`src/rtl/vend_input_conditioner.sv`:
```
// Coin/select front-end: two-flop sync, debounce, press-edge detect, and a one-output-per-cycle
// arbiter that serialises coin and select pulses and diverts coins to coin_reject at full credit.
//   state    | meaning
//   IDLE     | waiting for press events; coin wins a same-cycle tie
//   SEL_PEND | coin issued last cycle, deferred select issues now
module vend_input_conditioner #(
   parameter int DEBOUNCE_CYCLES = 16,
   parameter int MAX_CREDIT      = 5
) (
   input  logic       clk,
   input  logic       reset,
   input  logic       coin_raw,
   input  logic       sel_raw,
   input  logic [2:0] credit,
   output logic       m,
   output logic       a,
   output logic       coin_reject
);

   localparam int             CW       = $clog2(DEBOUNCE_CYCLES) + 1;
   localparam logic [CW-1:0]  CNT_LAST = CW'(DEBOUNCE_CYCLES - 1);

   localparam logic IDLE     = 1'b0;
   localparam logic SEL_PEND = 1'b1;

   // Channel index 0 is the coin slot, index 1 the select button.
   logic [1:0]    meta_q, meta_d;
   logic [1:0]    sync_q, sync_d;
   logic [1:0]    db_q, db_d;
   logic [1:0]    db_dly_q, db_dly_d;
   logic [CW-1:0] cnt_q [2];
   logic [CW-1:0] cnt_d [2];

   logic          state_q, state_d;
   logic          coin_pend_q, coin_pend_d;
   logic          m_q, m_d;
   logic          a_q, a_d;
   logic          rej_q, rej_d;

   logic [1:0]    press_ev;
   logic          coin_ev;
   logic          sel_ev;
   logic          coin_req;
   logic          credit_full;

   assign press_ev    = db_q & ~db_dly_q;
   assign coin_ev     = press_ev[0];
   assign sel_ev      = press_ev[1];
   assign coin_req    = coin_ev | coin_pend_q;
   assign credit_full = ({29'd0, credit} >= 32'(MAX_CREDIT));

   always_comb begin
      meta_d   = {sel_raw, coin_raw};
      sync_d   = meta_q;
      db_dly_d = db_q;
      db_d     = db_q;
      cnt_d    = cnt_q;
      for (int i = 0; i < 2; i++) begin
         if (sync_q[i] == db_q[i]) begin
            cnt_d[i] = '0;
         end else if (cnt_q[i] == CNT_LAST) begin
            db_d[i]  = sync_q[i];
            cnt_d[i] = '0;
         end else begin
            cnt_d[i] = cnt_q[i] + CW'(1);
         end
      end
   end

   always_comb begin
      state_d     = state_q;
      coin_pend_d = coin_pend_q;
      m_d         = 1'b0;
      a_d         = 1'b0;
      rej_d       = 1'b0;
      case (state_q)
         IDLE: begin
            if (coin_req) begin
               if (credit_full) rej_d = 1'b1;
               else             m_d   = 1'b1;
               coin_pend_d = 1'b0;
               if (sel_ev) state_d = SEL_PEND;
            end else if (sel_ev) begin
               a_d = 1'b1;
            end
         end
         SEL_PEND: begin
            a_d     = 1'b1;
            state_d = IDLE;
            // Unreachable with legal debounce spacing, but a coin here must not be lost.
            if (coin_ev) coin_pend_d = 1'b1;
         end
         default: state_d = IDLE;
      endcase
   end

   always_ff @(posedge clk) begin
      if (!reset) begin
         meta_q      <= '0;
         sync_q      <= '0;
         db_q        <= '0;
         db_dly_q    <= '0;
         cnt_q       <= '{default: '0};
         state_q     <= IDLE;
         coin_pend_q <= 1'b0;
         m_q         <= 1'b0;
         a_q         <= 1'b0;
         rej_q       <= 1'b0;
      end else begin
         meta_q      <= meta_d;
         sync_q      <= sync_d;
         db_q        <= db_d;
         db_dly_q    <= db_dly_d;
         cnt_q       <= cnt_d;
         state_q     <= state_d;
         coin_pend_q <= coin_pend_d;
         m_q         <= m_d;
         a_q         <= a_d;
         rej_q       <= rej_d;
      end
   end

   assign m           = m_q;
   assign a           = a_q;
   assign coin_reject = rej_q;

endmodule

```
`config.mk`:
```
export PLATFORM = sky130hd
export DESIGN_NAME = vend_input_conditioner
export DESIGN_NICKNAME = d
export VERILOG_FILES = /design/src/rtl/vend_input_conditioner.sv
export SDC_FILE = /design/constraint.sdc
export NUM_CORES = 1
export LEC_CHECK = 0
export CAP_MARGIN = 10
export CORE_UTILIZATION = 40
export CTS_CLUSTER_DIAMETER = 30
export DETAILED_ROUTE_END_ITERATION = 6
export PLACE_DENSITY = 0.66
export SETUP_SLACK_MARGIN = 0.3
export SLEW_MARGIN = 20
export SYNTH_ARGS = -nofsm -noshare
export SYNTH_HDL_FRONTEND = slang
export SYNTH_SLANG_ARGS = --single-unit
```
`constraint.sdc`:
```
create_clock -name clk -period 2.85 [get_ports clk]
set_input_delay 0.4275 -clock clk [delete_from_list [all_inputs] [get_ports clk]]
set_output_delay 0.4275 -clock clk [all_outputs]
set_load 0.005 [all_outputs]
```
==> impl_metrics.py <==
metrics = {
    "outcome": {
        "status": "finished clean",
    },
    "drt": {
        "post_drt_wl_per_cell_um": 9.88,
        "drtPass1Iterations": 1,
        "drc": 0,
        "postRouteAntennaNets": 0,
        "num_vias": 500,
        "drt_iter0_markers": 0,
        "via_per_inst": 4.46,
        "wirelength_um": 1110,
    },
    "power": {
        "power_frac_clock_pct": 30.0,
        "switching_share_pct": 20.4,
        "power_density_nw_per_um2": 515,
        "p_int_mw": 0.391,
        "seqPwrFrac_pct": 66.5,
        "power_mw": 0.491,
        "switchingPower_mw": 0.0999,
        "ir_drop_uv": 258,
        "p_leak_nw": 0.369,
        "comb_power_share_pct": 3.5,
    },
    "worst_hold_path": {
        "holdCritStartpoint": "db_dly_q[1]",
        "hold_depth": 1,
        "hold_end": "state_q",
        "min_path_type": "reg -> reg",
    },
    "cells_and_area": {
        "finalNetCount": 99,
        "final_area_sq_um": 953,
        "layout.cells.non_filler": 112,
        "layout-drive-gt1-share_pct": 8.05,
        "final_common_cell": "dfxtp_1",
        "antenna_cells": 0,
        "syn_to_final_growth_pct": 17.2,
        "layout_common_cells": "dfxtp_1, nor2_1, clkdlybuf4s50_1, and2_1",
    },
    "sta": {
        "min_period_ns": 1.54,
        "finalCritPeriodShare_pct": 54.2,
        "skew_ns": 0.00149,
        "relSlewSlack_pct": 74.6,
        "setup_slack_ns": 1.31,
        "drv_slew": 0,
        "finalHoldViolCount": 0,
        "fmax_mhz": 648,
        "worst_pin_slew_ns": 0.379,
        "setup_viol": 0,
        "grt_setup_unrepaired": "no",
        "tns_ns": 0,
    },
    "synthesis": {
        "yosysWarnings": 0,
        "synthesis.area_sq_um": 813,
        "yosys.area.top_type": "dfxtp_1",
        "syn_nets": 86,
        "syn_inst": 75,
        "synth_seq_area_share_pct": 56.6,
        "ys_ff_latch": 23,
        "synthTopCellsByArea": "dfxtp_1, ha_1, nor2_1",
        "synth.distinct_cells": 22,
        "postSynthAreaPerCell_sq_um": 10.8,
        "synth_top_area_share_pct": 56.6,
    },
    "clock_network": {
        "clock_latency_ns": 0.30,
        "cts_resized": 0,
        "cts_root_buf": "clkbuf_4",
        "numCtsBuffers": 3,
        "h-tree-depth": 1,
        "hold_buffers": 0,
        "cts_tree": "built",
        "clock-sinks": 23,
        "path_clk_slew_ns": 0.12,
        "clk_path_buf_depth": 2,
        "cts_setup_buffers": 0,
    },
    "floorplanning": {
        "initial_core_util_pct": 44.7,
        "rows": 15,
        "fp.dieW_um": 47.1,
        "die_h_um": 47.1,
        "io_pins": 10,
        "core-area_sq_um": 1820,
        "die_area_sq_um": 2220,
    },
    "critical_path": {
        "r2r_setup_slack_ns": 1.43,
        "critPathKind": "reg -> out",
        "crit_family": "buffers and inverters",
        "cp_slowest_stage_delay_ns": 0.49,
        "required_ns": 2.42,
        "r2r-end": "cnt_q[5]",
        "critical_path.max_fanout": 1,
        "worstPathCellList": "clkdlybuf4s50_1",
        "endpoint_kind": "output port",
        "crit_slowest_cell": "clkdlybuf4s50_1",
        "start_kind": "flop",
        "reg2reg_from": "cnt_q[5]",
        "crit_buf_inv": 1,
        "r2r_cells": 5,
        "cp.arrival_ns": 1.12,
    },
    "place": {
        "preCtsSetupSlack_ns": 1.18,
        "port_buffers": 9,
        "place_inst": 108,
        "hpwl_um": 802,
        "gp_congestion": 0.668,
        "placed_area_sq_um": 927,
    },
    "global_routing": {
        "grt_antenna_before_repair": 0,
        "grtUsageTotal_pct": 12.4,
        "grt_pass1_vias": 466,
        "grt_pass1_wl_um": 1790,
        "overflow": 0,
        "grt_max_degree": 14,
    },
    "flow_run": {
        "max_cap_viol_count": 0,
    },
}
-- power groups by stage --
| stage | Sequential, mW | Clock, mW | Combinational (mW) |
|---|---|---|---|
| after global placement | 0.334 | 0 | 0.0170 |
| after detailed placement | 0.334 | 0 | 0.0174 |
| after CTS | 0.327 | 0.155 | 0.0176 |
| after global routing | 0.327 | 0.165 | 0.0191 |
| final | 0.326 | 0.147 | 0.0172 |
| after floorplan | 0.333 | 0 | 0.00816 |
-- logic make-up (layout without fill, tap and decap cells) --
group / after synthesis / after routing / share of synthesized area (%)
AOI/OAI and AO/OA: 4 / 4 / 3.69
xor gates and xnor gates: 6 / 6 / 6.46
adders and majority gates: 4 / 4 / 6.15
buffers and inverters: 5 / 17 / 2.77
DFF: 23 / 23 / 56.6
muxes: 2 / 2 / 2.46
and+or+nand+nor: 31 / 31 / 21.8
-- state kept, by name, summed over array words and instances (netlist names) --
signal / flops
db_dly_d: 2
cnt_q: 10
coin_reject: 1
coin_pend_q: 1
db_dly_q: 2
m: 1
state_q: 1
sync_q: 2
a: 1
meta_q: 2
-- how the worst max path moves through the flow --
stage / start / end / slack, ns / cells after the start
floorplan: cnt_q[0] / cnt_q[2] / 1.58 / 5
global placement: reset / state_q / 1.23 / 4
detailed placement: reset / state_q / 1.18 / 4
CTS: m / m / 1.28 / 1
global route: a / a / 1.22 / 1
finish: m / m / 1.31 / 1
-- synth_stat cells (all sizes together) --
| library cell | instances |
|---|---|
| and2b | 1 |
| nand3 | 2 |
| inv | 4 |
| o21ai | 1 |
| xor2 | 4 |
| buf | 1 |
| and2 | 6 |
| nand3b | 3 |
| nor2 | 11 |
| nor3b | 1 |
| o31ai | 1 |
| xnor2 | 2 |
| dfxtp | 23 |
| nor2b | 4 |
| o21a | 1 |
| o21ba | 1 |
| ha | 4 |
| mux2i | 2 |
| and3 | 2 |
| nand2 | 1 |
-- per-stage QoR --
stage,hold slack [ns],util [%]
global placement,0.410,50.9
floorplan,0.404,-
detailed placement,0.426,50.9
CTS,0.444,52.4
finish,0.449,52.4
global route,0.469,52.4
-- final cells by class --
type	count	area, sq um
repair buffers	9	90.1
multi-input cells	47	330
clock buffers	4	26.3
inverters	4	15.0
fillers	178	867
well taps	25	31.3
flip-flops and latches	23	460
-- routing by layer --
metal / track usage, % / wire length (um) / vias to the layer above / share of wire [%]
met2: 20.0 / 489 / 12 / 44
met1: 12.9 / 521 / 218 / 47
met3: 6.92 / 68 / 4 / 6.1
li1: - / - / 266 / -
met5: 0 / 0 / - / 0
met4: 6.86 / 26 / 0 / 2.4
(Power assumes the default switching activity.)
